<file path="src/rtl/mem_arbiter_if.sv">
// Bundle for mem_arbiter: IFU and LSU request/response channels, memory port and status.
// master = the arbiter side; slave = requesters, memory and observers.
// Valid/ready on requests; responses are single-cycle pulses with no backpressure.
interface mem_arbiter_if #(
  parameter int ADDR_W = 64,
  parameter int DATA_W = 64
);
  localparam int MASK_W = DATA_W / 8;

  logic              if_req_valid;
  logic [ADDR_W-1:0] if_addr;
  logic              if_req_ready;
  logic              if_resp_valid;
  logic [DATA_W-1:0] if_rdata;

  logic              ls_req_valid;
  logic [ADDR_W-1:0] ls_addr;
  logic              ls_wen;
  logic [DATA_W-1:0] ls_wdata;
  logic [MASK_W-1:0] ls_wmask;
  logic              ls_req_ready;
  logic              ls_resp_valid;
  logic [DATA_W-1:0] ls_rdata;

  logic              m_req_valid;
  logic              m_req_ready;
  logic [ADDR_W-1:0] m_addr;
  logic              m_wen;
  logic [DATA_W-1:0] m_wdata;
  logic [MASK_W-1:0] m_wmask;
  logic              m_resp_valid;
  logic [DATA_W-1:0] m_rdata;

  logic              owner;
  logic              busy;
  logic              timeout_err;

  modport master (
    input  if_req_valid, if_addr,
    output if_req_ready, if_resp_valid, if_rdata,
    input  ls_req_valid, ls_addr, ls_wen, ls_wdata, ls_wmask,
    output ls_req_ready, ls_resp_valid, ls_rdata,
    output m_req_valid, m_addr, m_wen, m_wdata, m_wmask,
    input  m_req_ready, m_resp_valid, m_rdata,
    output owner, busy, timeout_err
  );

  modport slave (
    output if_req_valid, if_addr,
    input  if_req_ready, if_resp_valid, if_rdata,
    output ls_req_valid, ls_addr, ls_wen, ls_wdata, ls_wmask,
    input  ls_req_ready, ls_resp_valid, ls_rdata,
    input  m_req_valid, m_addr, m_wen, m_wdata, m_wmask,
    output m_req_ready, m_resp_valid, m_rdata,
    input  owner, busy, timeout_err
  );
endinterface

</file>
<file path="src/rtl/mem_arbiter.sv">
// Shares one memory port between IFU and LSU, one transaction in flight; ARB_RR_EN selects round-robin.
// Latency: accept cycle 0, m_req_valid cycle 1, response routed combinationally in WAIT_RESP (min 3-cycle turnaround).
// Backpressure: m_req_valid held through any m_req_ready=0 stall; no new accept while busy; WAIT_RESP times out.
module mem_arbiter #(
  parameter int ADDR_W      = 64,
  parameter int DATA_W      = 64,
  parameter int TIMEOUT_CYC = 255
) (
  input logic          clk,
  input logic          rst,
  mem_arbiter_if.master bus
);
  localparam int MASK_W = DATA_W / 8;
  localparam int CNT_W  = $clog2(TIMEOUT_CYC + 1);
  localparam logic [CNT_W-1:0] CNT_MAX = CNT_W'(TIMEOUT_CYC);

  typedef enum logic [1:0] {IDLE, REQ, WAIT_RESP} state_t;

  state_t            state, state_nxt;
  logic [CNT_W-1:0]  cnt;
  logic              grant_ls;
  logic              accept;
  logic              resp_hit;
  logic              timed_out;
  logic              done;

  logic              owner_q;
  logic [ADDR_W-1:0] addr_q;
  logic              wen_q;
  logic [DATA_W-1:0] wdata_q;
  logic [MASK_W-1:0] wmask_q;

`ifdef ARB_RR_EN
  logic last_ls;

  // On contention the side not served last wins; reset value (IFU-last) hands the first tie to LSU.
  always_comb grant_ls = bus.ls_req_valid && (!bus.if_req_valid || !last_ls);

  always_ff @(posedge clk or negedge rst) begin
    if (!rst)        last_ls <= 1'b0;
    else if (accept) last_ls <= grant_ls;
  end
`else
  always_comb grant_ls = bus.ls_req_valid;
`endif

  always_comb begin
    accept    = (state == IDLE) && (bus.if_req_valid || bus.ls_req_valid);
    resp_hit  = (state == WAIT_RESP) && bus.m_resp_valid;
    timed_out = (state == WAIT_RESP) && !bus.m_resp_valid && (cnt == CNT_MAX);
    done      = resp_hit || timed_out;
  end

  always_comb begin
    state_nxt = state;
    case (state)
      IDLE:      if (accept) state_nxt = REQ;
      REQ:       if (bus.m_req_ready) state_nxt = WAIT_RESP;
      WAIT_RESP: if (done) state_nxt = IDLE;
      default:   state_nxt = IDLE;
    endcase
  end

  always_ff @(posedge clk or negedge rst) begin
    if (!rst) state <= IDLE;
    else      state <= state_nxt;
  end

  always_ff @(posedge clk or negedge rst) begin
    if (!rst)                                  cnt <= '0;
    else if (state == REQ && bus.m_req_ready)  cnt <= '0;
    else if (state == WAIT_RESP && !done)      cnt <= cnt + CNT_W'(1);
  end

  // IFU is read-only, so its wen/mask/wdata are forced to zero at capture.
  always_ff @(posedge clk or negedge rst) begin
    if (!rst) begin
      owner_q <= 1'b0;
      addr_q  <= '0;
      wen_q   <= 1'b0;
      wdata_q <= '0;
      wmask_q <= '0;
    end else if (accept) begin
      owner_q <= grant_ls;
      addr_q  <= grant_ls ? bus.ls_addr : bus.if_addr;
      wen_q   <= grant_ls && bus.ls_wen;
      wdata_q <= grant_ls ? bus.ls_wdata : '0;
      wmask_q <= (grant_ls && bus.ls_wen) ? bus.ls_wmask : '0;
    end
  end

  always_comb begin
    bus.if_req_ready  = (state == IDLE) && bus.if_req_valid && !grant_ls;
    bus.ls_req_ready  = (state == IDLE) && grant_ls;

    bus.if_resp_valid = done && !owner_q;
    bus.ls_resp_valid = done && owner_q;
    bus.if_rdata      = (resp_hit && !owner_q) ? bus.m_rdata : '0;
    bus.ls_rdata      = (resp_hit && owner_q)  ? bus.m_rdata : '0;

    bus.m_req_valid   = (state == REQ);
    bus.m_addr        = addr_q;
    bus.m_wen         = wen_q;
    bus.m_wdata       = wdata_q;
    bus.m_wmask       = wmask_q;

    bus.owner         = owner_q;
    bus.busy          = (state != IDLE);
    bus.timeout_err   = timed_out;
  end
endmodule
</file>
<file path="src/flat_wrapper.sv">
// flat-port wrapper written by rule: the top's interface ports become plain ports
module mem_arbiter_flat 
#(
  parameter int ADDR_W      = 64,
  parameter int DATA_W      = 64,
  parameter int TIMEOUT_CYC = 255
)
  (clk, rst, bus_if_req_valid, bus_if_addr, bus_if_req_ready, bus_if_resp_valid, bus_if_rdata, bus_ls_req_valid, bus_ls_addr, bus_ls_wen, bus_ls_wdata, bus_ls_wmask, bus_ls_req_ready, bus_ls_resp_valid, bus_ls_rdata, bus_m_req_valid, bus_m_addr, bus_m_wen, bus_m_wdata, bus_m_wmask, bus_m_req_ready, bus_m_resp_valid, bus_m_rdata, bus_owner, bus_busy, bus_timeout_err);
  mem_arbiter_if #(.ADDR_W(ADDR_W), .DATA_W(DATA_W)) bus_i ();
  input logic clk;
  input logic rst;
  input wire logic [$bits(bus_i.if_req_valid)-1:0] bus_if_req_valid;
  input wire logic [$bits(bus_i.if_addr)-1:0] bus_if_addr;
  output wire logic [$bits(bus_i.if_req_ready)-1:0] bus_if_req_ready;
  output wire logic [$bits(bus_i.if_resp_valid)-1:0] bus_if_resp_valid;
  output wire logic [$bits(bus_i.if_rdata)-1:0] bus_if_rdata;
  input wire logic [$bits(bus_i.ls_req_valid)-1:0] bus_ls_req_valid;
  input wire logic [$bits(bus_i.ls_addr)-1:0] bus_ls_addr;
  input wire logic [$bits(bus_i.ls_wen)-1:0] bus_ls_wen;
  input wire logic [$bits(bus_i.ls_wdata)-1:0] bus_ls_wdata;
  input wire logic [$bits(bus_i.ls_wmask)-1:0] bus_ls_wmask;
  output wire logic [$bits(bus_i.ls_req_ready)-1:0] bus_ls_req_ready;
  output wire logic [$bits(bus_i.ls_resp_valid)-1:0] bus_ls_resp_valid;
  output wire logic [$bits(bus_i.ls_rdata)-1:0] bus_ls_rdata;
  output wire logic [$bits(bus_i.m_req_valid)-1:0] bus_m_req_valid;
  output wire logic [$bits(bus_i.m_addr)-1:0] bus_m_addr;
  output wire logic [$bits(bus_i.m_wen)-1:0] bus_m_wen;
  output wire logic [$bits(bus_i.m_wdata)-1:0] bus_m_wdata;
  output wire logic [$bits(bus_i.m_wmask)-1:0] bus_m_wmask;
  input wire logic [$bits(bus_i.m_req_ready)-1:0] bus_m_req_ready;
  input wire logic [$bits(bus_i.m_resp_valid)-1:0] bus_m_resp_valid;
  input wire logic [$bits(bus_i.m_rdata)-1:0] bus_m_rdata;
  output wire logic [$bits(bus_i.owner)-1:0] bus_owner;
  output wire logic [$bits(bus_i.busy)-1:0] bus_busy;
  output wire logic [$bits(bus_i.timeout_err)-1:0] bus_timeout_err;
  assign bus_i.if_req_valid = bus_if_req_valid;
  assign bus_i.if_addr = bus_if_addr;
  assign bus_if_req_ready = bus_i.if_req_ready;
  assign bus_if_resp_valid = bus_i.if_resp_valid;
  assign bus_if_rdata = bus_i.if_rdata;
  assign bus_i.ls_req_valid = bus_ls_req_valid;
  assign bus_i.ls_addr = bus_ls_addr;
  assign bus_i.ls_wen = bus_ls_wen;
  assign bus_i.ls_wdata = bus_ls_wdata;
  assign bus_i.ls_wmask = bus_ls_wmask;
  assign bus_ls_req_ready = bus_i.ls_req_ready;
  assign bus_ls_resp_valid = bus_i.ls_resp_valid;
  assign bus_ls_rdata = bus_i.ls_rdata;
  assign bus_m_req_valid = bus_i.m_req_valid;
  assign bus_m_addr = bus_i.m_addr;
  assign bus_m_wen = bus_i.m_wen;
  assign bus_m_wdata = bus_i.m_wdata;
  assign bus_m_wmask = bus_i.m_wmask;
  assign bus_i.m_req_ready = bus_m_req_ready;
  assign bus_i.m_resp_valid = bus_m_resp_valid;
  assign bus_i.m_rdata = bus_m_rdata;
  assign bus_owner = bus_i.owner;
  assign bus_busy = bus_i.busy;
  assign bus_timeout_err = bus_i.timeout_err;
  mem_arbiter #(.ADDR_W(ADDR_W), .DATA_W(DATA_W), .TIMEOUT_CYC(TIMEOUT_CYC)) u_core (.clk(clk), .rst(rst), .bus(bus_i));
endmodule
</file>
<file path="config.mk">
export PLATFORM = sky130hd
export DESIGN_NAME = mem_arbiter_flat
export DESIGN_NICKNAME = d
export VERILOG_FILES = /design/src/rtl/mem_arbiter_if.sv /design/src/rtl/mem_arbiter.sv /design/src/flat_wrapper.sv
export SDC_FILE = /design/constraint.sdc
export NUM_CORES = 1
export LEC_CHECK = 0
export BUFFER_PORTS_ARGS = -buffer_cell sky130_fd_sc_hd__buf_2
export CAP_MARGIN = 15
export CORE_AREA = 3 3 208 210
export DETAILED_ROUTE_END_ITERATION = 10
export DIE_AREA = 0 0 211 213
export PLACE_DENSITY_LB_ADDON = 0.15
export SYNTH_ARGS = -nofsm -noshare
export SYNTH_HDL_FRONTEND = slang
export SYNTH_SLANG_ARGS = --single-unit
export TNS_END_PERCENT = 100
</file>
<file path="constraint.sdc">
create_clock -name clk -period 4.3 [get_ports clk]
set_input_delay 1.075 -clock clk [delete_from_list [all_inputs] [get_ports clk]]
set_output_delay 1.075 -clock clk [all_outputs]
set_load 0.02 [all_outputs]
</file>
Yosys cells after proc, flatten, opt, wreduce, memory -nomap -nowiden
Cells that the tools add are included.

storage, ports and cells
  register bits = 148
  word-level logic and storage cells = 49
  output and inout port bits = 273
  input bits = 271

cells by class
  reductions and logical operators = 24
  add/subtract/negate cells = 1
  mux-type cells = 11
  equal/unequal tests = 6

operators by type and width
  kind                                                                   number
  64-bit two-way mux                                                     4
  8-bit two-way mux                                                      3
  1-bit logical AND                                                      14
  8-bit by 1-bit adder with 8-bit output, second input constant          1
  8-bit equality test, second input constant                             1
  2-bit two-way mux                                                      3
  2-bit by 1-bit != test with 1-bit output, second input constant        3
  2-bit one-hot mux with 3 select lines                                  1
  1-bit logical NOT                                                      4
  2-bit nonzero test                                                     2
  3-bit AND reduction                                                    1
  2-bit by 1-bit equality test with 1-bit output, second input constant  1
  2-bit equality test, second input constant                             1
  2-bit logical NOT                                                      1
  1-bit logical OR                                                       2

Longest topological paths before layout
Gate-level depths: netlist (run 1).

  depth after elaboration = 8
  mapped depth = 6
  mapped depth without buffers = 4

Worst setup path after synthesis (run 1)
No wires, ideal clock.

  path type = input-to-output
  start point = in bus_m_resp_valid
  end point = out bus_timeout_err
  stages on the path = 2
  data required time = 3.225 ns
  slack = 1.451 ns
  path buffers = 0
  arrival time = 1.774 ns
  cells stage by stage = or3b_4 nor2_1

between the ends
  cells in the longest elaborated chain, start to end = 3

ends and longest elaborated chain
  item                            RTL line            text
  start, declared                 flat_wrapper.sv:31  input wire logic [$bits(bus_i.m_resp_valid)-1:0] bus_m_resp_valid;
  1-bit logical NOT               mem_arbiter.sv:50   timed_out = (state == WAIT_RESP) && !bus.m_resp_valid && (cnt == CNT_MAX);
  1-bit logical AND (2 in a row)  mem_arbiter.sv:50
  end, declared                   flat_wrapper.sv:35  output wire logic [$bits(bus_i.timeout_err)-1:0] bus_timeout_err;

Every way passes these cells.

Worst setup path after layout (run 1)
  start point = reg u_core.state[0]
  end point = out bus_if_rdata[17]

between the ends
  cells in the longest elaborated chain, start to end = 4

ends and longest elaborated chain
  item                    RTL line            text
  start, declared         mem_arbiter.sv:19   state_t state, state_nxt;
  start signal, assigned  mem_arbiter.sv:66   else state <= state_nxt;
  2-bit equality test     mem_arbiter.sv:49   resp_hit = (state == WAIT_RESP) && bus.m_resp_valid;
  1-bit logical AND       mem_arbiter.sv:49
  1-bit logical AND       mem_arbiter.sv:98   bus.if_rdata = (resp_hit && !owner_q) ? bus.m_rdata : '0;
  64-bit two-way mux      mem_arbiter.sv:98
  end, declared           flat_wrapper.sv:16  output wire logic [$bits(bus_i.if_rdata)-1:0] bus_if_rdata;

Every way passes these cells.

==> summary.txt, run 1 <==
Detailed routing
  • Routed via count: 6,631
  • Vias per cell: 3.98
  • 1st-pass router iterations: 5
  • Detailed Route Iter0 Violations: 234
  • Post-DRT Antenna Nets: 0
  • DR WL/cell: 19.3 um
  • Drt total wl: 32,100 um
  • DRC: 0

Synthesis
  • Synthesized cell area: 7250 sq um
  • Net count after synthesis: 856
  • Post-synthesis sequential area ratio: 0.511
  • Mean Syn Cell Area: 12.4 sq um
  • FFs w/ async S/R, synth: 1.00
  • EDFF count, synth: 0
  • Main synth FF type: dfrtp_1
  • Top cell type by total area after synthesis: dfrtp_1
  • Syn. warnings: 0
  • Synthesis-stage register bit count: 148
  • Cells after synthesis: 584
  • Synth top area share: 0.511
  • Synth cell types: 40
  • Top cells by area, synth: dfrtp_1 51%, mux2_2 14%, and2_1 11%, a22o_1 8.7%, mux2_1 5.9%

Placed design
  • Setup WS pre-CTS: 0.930 ns
  • Hpwl dp: 26,100 um
  • Port Buffers: 543
  • Placer Congestion: 0.802
  • Placed cells: 1,629

CTS
  • Clock buffer depth: 2
  • CTS tree: built
  • Number of buffers added for setup after CTS: 0
  • Clk slew on worst S/H paths: 0.06 ns
  • Cts hold-fix bufs: 0
  • Total CTS buffers: 17
  • H-tree levels: 4
  • Clk_lat worst skew: 0.43 ns
  • Post-CTS Resized: 0
  • Num Clock Sinks: 148
  • Root Buffer: clkbuf_16

Hold path
  • Hold Path Sink: u_core.bus.m_wen
  • Hold path depth: 1
  • HP Start: u_core.bus.m_wen
  • HP Class: flop to flop

Die
  • Die X: 211 um
  • Die Ht: 213 um
  • Core Box Area: 41,800 sq um
  • Row cnt: 75
  • I/O pin count: 544
  • Initial Util: 0.174
  • Die footprint: 44,900 sq um

Global routing
  • Initial antenna violation count: 14
  • Largest net degree at the start of global routing: 77
  • First-pass GRT wire length: 44,900 um
  • Vias in the first global route: 6,844
  • Remaining global-route overflow: 0
  • GRT Util Overall: 0.137

Power
  • PD cells: 643 nW/um^2
  • Logic pwr share: 0.453
  • Max VDD drop: 0.000326 V
  • Clock power share: 0.215
  • Sequential Power Share: 0.332
  • Static leakage: 5.99 nW
  • Total internal power: 4.23 mW
  • Switch Pwr: 2.92 mW
  • Switching part of the total: 0.409

Setup path
  • CP Launch Point: u_core.state[0]
  • Worst-path fanout max: 64
  • Reg2Reg Launch Point: u_core.state[0]
  • CP endpoint kind: primary output
  • WP data arrival: 2.35 ns
  • R2R setup slack: 2.05 ns
  • CP required: 3.22 ns
  • R2R depth: 4
  • CP startpoint kind: flop
  • Crit path kind: flop to primary output
  • Worst R2R End: u_core.bus.m_wmask[6]

Timing
  • Clock Skew: 0.0107 ns
  • Hold_ws: 0.477 ns
  • Period utilization: 0.796
  • Setup tns final: 0 ns
  • Slew headroom: 0.353
  • Max Transition Viols Final: 0
  • Slew @ Worst Pin: 0.970 ns
  • Final Hold Viols: 0
  • Max Clk Rate: 292 MHz
  • Min cycle time layout: 3.42 ns
  • Final Setup Violations: 0
  • Worst setup margin: 0.877 ns
  • RSZ-0062 raised after global routing: false

Layout
  • Final Util: 0.267
  • Fill cells: 4,529
  • Share of layout cells above drive strength 1: 0.604
  • Area growth syn-to-layout: 53.5%
  • Fin cells: 1,666
  • Fin nets: 1,381

Run
  • # Max-Cap Violations: 0

Status
  • Status: finished clean
## layer usage
layer,global-route usage,routed length (um),share of wire
met3,0.0475,2620,0.081
met1,0.137,11400,0.35
met2,0.264,17600,0.55
met5,0,27,0.00084
met4,0.0430,524,0.016
## state kept, by name, summed over array words and instances, names as in the netlist
register,cells
u_core.bus.m_addr,64
u_core.state,2
u_core.bus.m_wdata,64
u_core.bus.m_wmask,8
u_core.bus.owner,1
u_core.bus.m_wen,1
u_core.cnt,8
## final cells by class
class,count,area [sq um],share of cell area
Antenna cell,5,12.5,0.00112
Clock inverter,10,129,0.0116
Multi-Input combinational cell,387,3300,0.297
Clock buffer,22,474,0.0426
Inverter,2,7.51,0.000675
Sequential cell,148,3700,0.333
Tap cell,539,674,0.0606
Timing Repair Buffer,553,2830,0.254
## Yosys cell counts (2+ instances only)
master / instances
clkbuf_1: 3
and3_1: 2
buf_1: 2
nand2b_1: 2
mux2_1: 38
inv_1: 2
a21oi_1: 2
and2_1: 131
a21o_1: 2
buf_2: 27
a311oi_1: 2
nor3b_1: 2
nor2_1: 4
clkbuf_2: 7
mux2_2: 90
a22o_1: 72
mux2i_1: 4
and3b_1: 3
a31oi_1: 3
o21ai_1: 2
a211oi_1: 2
nand4_1: 2
buf_4: 7
nand2_1: 10
dfrtp_1: 148
## layout by cell type, fill, tap and decap left out, types with 6 or more instances in the layout
| cell type | Yosys | routed |
|---|---|---|
| a22o_1 | 72 | 72 |
| and2_1 | 131 | 131 |
| buf_2 | 27 | 541 |
| buf_4 | 7 | 9 |
| clkbuf_16 | 0 | 17 |
| clkinv_2 | 0 | 6 |
| dfrtp_1 | 148 | 148 |
| mux2_1 | 38 | 38 |
| mux2_2 | 90 | 90 |
| nand2_1 | 10 | 10 |
## worst max-delay path, stage by stage, from the launching register on
cell	delay [ns]
dfrtp_1	0.54
and2b_1	0.31
and3b_1	0.17
buf_4	0.41
and2_1	0.27
buf_2	0.19
## worst max path at each step
stage                       end  depth (start not counted)
6_report       bus_if_rdata[17]                          5
5_1_grt        bus_if_rdata[17]                          5
4_1_cts        bus_if_rdata[17]                          5
3_5_place_dp   bus_if_rdata[17]                          5
3_3_place_gp   bus_if_rdata[17]                          5
2_1_floorplan   bus_timeout_err                          2
## per-stage QoR
step	power, mW	area [sq um]
final	7.15	11100
after global routing	7.62	11100
after CTS	7.33	11100
after detailed placement	5.73	10500
after global placement	5.73	10500
after floorplan	4.38	7250
## cells by family (layout without fill, tap and decap cells)
logic type / Yosys count / after routing / share of synthesized area
AO/OA/AOI/OAI: 87 / 87 / 0.101
adder cells (fa/ha/maj): 1 / 1 / 0.00173
buffers and inverters: 49 / 587 / 0.0359
flip-flops: 148 / 148 / 0.511
multiplexers: 132 / 132 / 0.204
other: 0 / 5 / 0
AND/OR/NAND/NOR: 167 / 167 / 0.146
## power groups by stage
stage          registers, mW  logic [mW]  clock network [mW]
2_1_floorplan           3.09        1.30                   0
3_3_place_gp            2.38        3.35                   0
3_5_place_dp            2.38        3.35                   0
4_1_cts                 2.38        3.33                1.61
5_1_grt                 2.47        3.49                1.67
6_report                2.37        3.24                1.54
Power figures use the tool's default switching activity.
==> inputs of run 2 (changes only) <==
==> constraint.sdc (replaced) <==
create_clock -name clk -period 2.8 [get_ports clk]
set_input_delay 0.7 -clock clk [delete_from_list [all_inputs] [get_ports clk]]
set_output_delay 0.7 -clock clk [all_outputs]
set_load 0.02 [all_outputs]
==> summary.txt, run 2 (synthesis results as in run 1) <==
Timing
  • Max Transition Viols Final: 0 (unchanged)
  • Min cycle time layout: 2.63 ns
  • Final Hold Viols: 0 (unchanged)
  • Slew @ Worst Pin: 0.522 ns (-0.448 ns)
  • Final Setup Violations: 0 (unchanged)
  • Clock Skew: 0.00645 ns (-0.00422 ns)
  • Slew headroom: 0.652 (+0.299)
  • Period utilization: 0.940
  • Max Clk Rate: 380 MHz
  • RSZ-0062 raised after global routing: false
  • Setup tns final: 0 ns (unchanged)

CTS
  • Num Clock Sinks: 148 (unchanged)
  • CTS tree: built
  • Clk_lat worst skew: 0.44 ns (about the same)
  • Number of buffers added for setup after CTS: 0 (unchanged)
  • Cts hold-fix bufs: 0 (unchanged)
  • Clock buffer depth: 2 (unchanged)
  • H-tree levels: 4 (unchanged)
  • Total CTS buffers: 17 (unchanged)
  • Clk slew on worst S/H paths: 0.06 ns (about the same)
  • Root Buffer: clkbuf_16

Placed design
  • Placer Congestion: 0.805 (+0.32%)
  • Hpwl dp: 26,800 um (+2.7%)
  • Area after DPL: 10,600 sq um (+1.0%)
  • Port Buffers: 543 (unchanged)
  • Placed cells: 1,637 (+0.49%)

Setup path
  • CP required: 2.10 ns (-1.12 ns)
  • WP data arrival: 1.93 ns (-0.42 ns)
  • R2R depth: 5 (+1)
  • Worst R2R End: u_core.bus.m_wdata[13]
  • CP startpoint kind: flop
  • CP endpoint kind: primary output
  • R2R setup slack: 1.04 ns (-1.01 ns)
  • Crit path kind: flop to primary output
  • Worst-path fanout max: 64 (unchanged)
  • CP endpoint: bus_if_rdata[17]
  • Reg2Reg Launch Point: u_core.state[0]
  • CP Launch Point: u_core.state[0]

Power
  • PD cells: 987 nW/um^2 (+54%)
  • Sequential Power Share: 0.324 (-0.008)
  • Max VDD drop: 0.000460 V (+41%)
  • Switch Pwr: 4.53 mW (+55%)
  • Logic pwr share: 0.460 (+0.007)
  • Clock power share: 0.215 (about the same)
  • Total internal power: 6.57 mW (+55%)
  • Static leakage: 6.03 nW (+0.64%)
  • Switching part of the total: 0.408 (-0.000778)

Die
  • Initial Util: 0.174 (unchanged)
  • Core Box Area: 41,800 sq um (unchanged)
  • Die X: 211 um (unchanged)
  • Row cnt: 75 (unchanged)
  • Die Ht: 213 um (unchanged)
  • I/O pin count: 544 (unchanged)
  • Die footprint: 44,900 sq um (unchanged)

Global routing
  • First-pass GRT wire length: 45,400 um (+1.1%)
  • Vias in the first global route: 6,871 (+0.39%)
  • GRT Util Overall: 0.139 (+0.00260)
  • Initial antenna violation count: 16 (+2)
  • Remaining global-route overflow: 0 (unchanged)
  • Largest net degree at the start of global routing: 65 (-16%)

Layout
  • Most frequent cells in the layout: 541 x buf_2, 148 x dfrtp_1, 131 x and2_1, 90 x mux2_2, 72 x a22o_1
  • Fill cells: 4,514 (-0.33%)
  • Post-route cell area: 11,200 sq um (+0.99%)
  • Fin cells: 1,671 (+0.30%)
  • Share of layout cells above drive strength 1: 0.609 (+0.00442)
  • Most common cell after layout, fill and taps aside: buf_2
  • Area growth syn-to-layout: 55.1%
  • Fin nets: 1,389 (+0.58%)

Hold path
  • HP Class: primary input to async pin

Detailed routing
  • Post-DRT Antenna Nets: 0 (unchanged)
  • Vias per cell: 3.97 (-0.33%)
  • DR WL/cell: 19.5 um (+0.84%)
  • Drt total wl: 32,500 um (+1.1%)
  • 1st-pass router iterations: 4 (-1)
  • DRC: 0 (unchanged)
  • Routed via count: 6,629 (-0.030%)
  • Detailed Route Iter0 Violations: 183 (-22%)

Status
  • Status: finished clean

Run
  • # Max-Cap Violations: 0 (unchanged)
-- run 2: cell types whose count changed in the layout (fill, tap and decap cells not counted), moves of 3 or more --
cell,before,now
clkbuf_8,3,0
buf_4,9,13
clkinv_2,6,3
buf_12,2,6
-- run 2: timing repair --
item	in CTS	in global routing
pin swaps	0	0
resized for setup	1	2
setup endpoints to repair	1	2
-- run 2: worst min path at each step --
stage | startpoint | end | slack (ns)
floorplan | rst | u_core.bus.m_addr[0] | 0.40
global placement | u_core.bus.m_wen | u_core.bus.m_wen | 0.46
detailed placement | u_core.bus.m_wen | u_core.bus.m_wen | 0.46
CTS | rst | u_core.bus.m_wdata[45] | 0.20
global route | rst | u_core.bus.m_wdata[38] | 0.23
finish | rst | u_core.bus.m_wdata[42] | 0.21
-- run 2: worst max-delay path, cell delays in order, from the launching register on --
cell and delay (ns):
dfrtp_1 0.37, and2b_1 0.25, and3b_1 0.22, buf_12 0.22, and2_1 0.22, buf_2 0.18
-- run 2: metal layers --
metal	global-route usage	vias to the layer above	part of all wire
li1	-	3129	-
met2	0.261	333	0.54
met3	0.0442	46	0.077
met5	0	-	0.00040
met1	0.139	3119	0.35
met4	0.0677	2	0.035
-- run 2: area by class of cell --
cell class                 count  area, sq um  share of cell area
clock buffer                  19          433              0.0385
timing repair buffer         561         2940               0.261
clock inverter                10          160              0.0142
sequential                   148         3700               0.330
antenna                        5         12.5             0.00111
multi-input combinational    387         3310               0.295
tap                          539          674              0.0600
inverter                       2         7.51            0.000668
-- run 2: power groups by stage --
stage	Sequential, mW	Clock [mW]	Combinational [mW]
5_1_grt	3.73	2.58	5.50
2_1_floorplan	4.74	0	1.99
6_report	3.60	2.39	5.11
3_5_place_dp	3.60	0	5.28
3_3_place_gp	3.62	0	5.27
4_1_cts	3.61	2.49	5.26
-- run 2: through the flow --
stage	util	hold slack (ns)	setup WS (ns)	total power, mW
6_report	0.269	0.207	0.169	11.1
5_1_grt	0.269	0.227	0.0174	11.8
4_1_cts	0.269	0.199	0.0514	11.4
3_5_place_dp	0.254	0.461	0.343	8.88
3_3_place_gp	0.254	0.455	0.348	8.89
2_1_floorplan	-	0.404	0.633	6.73
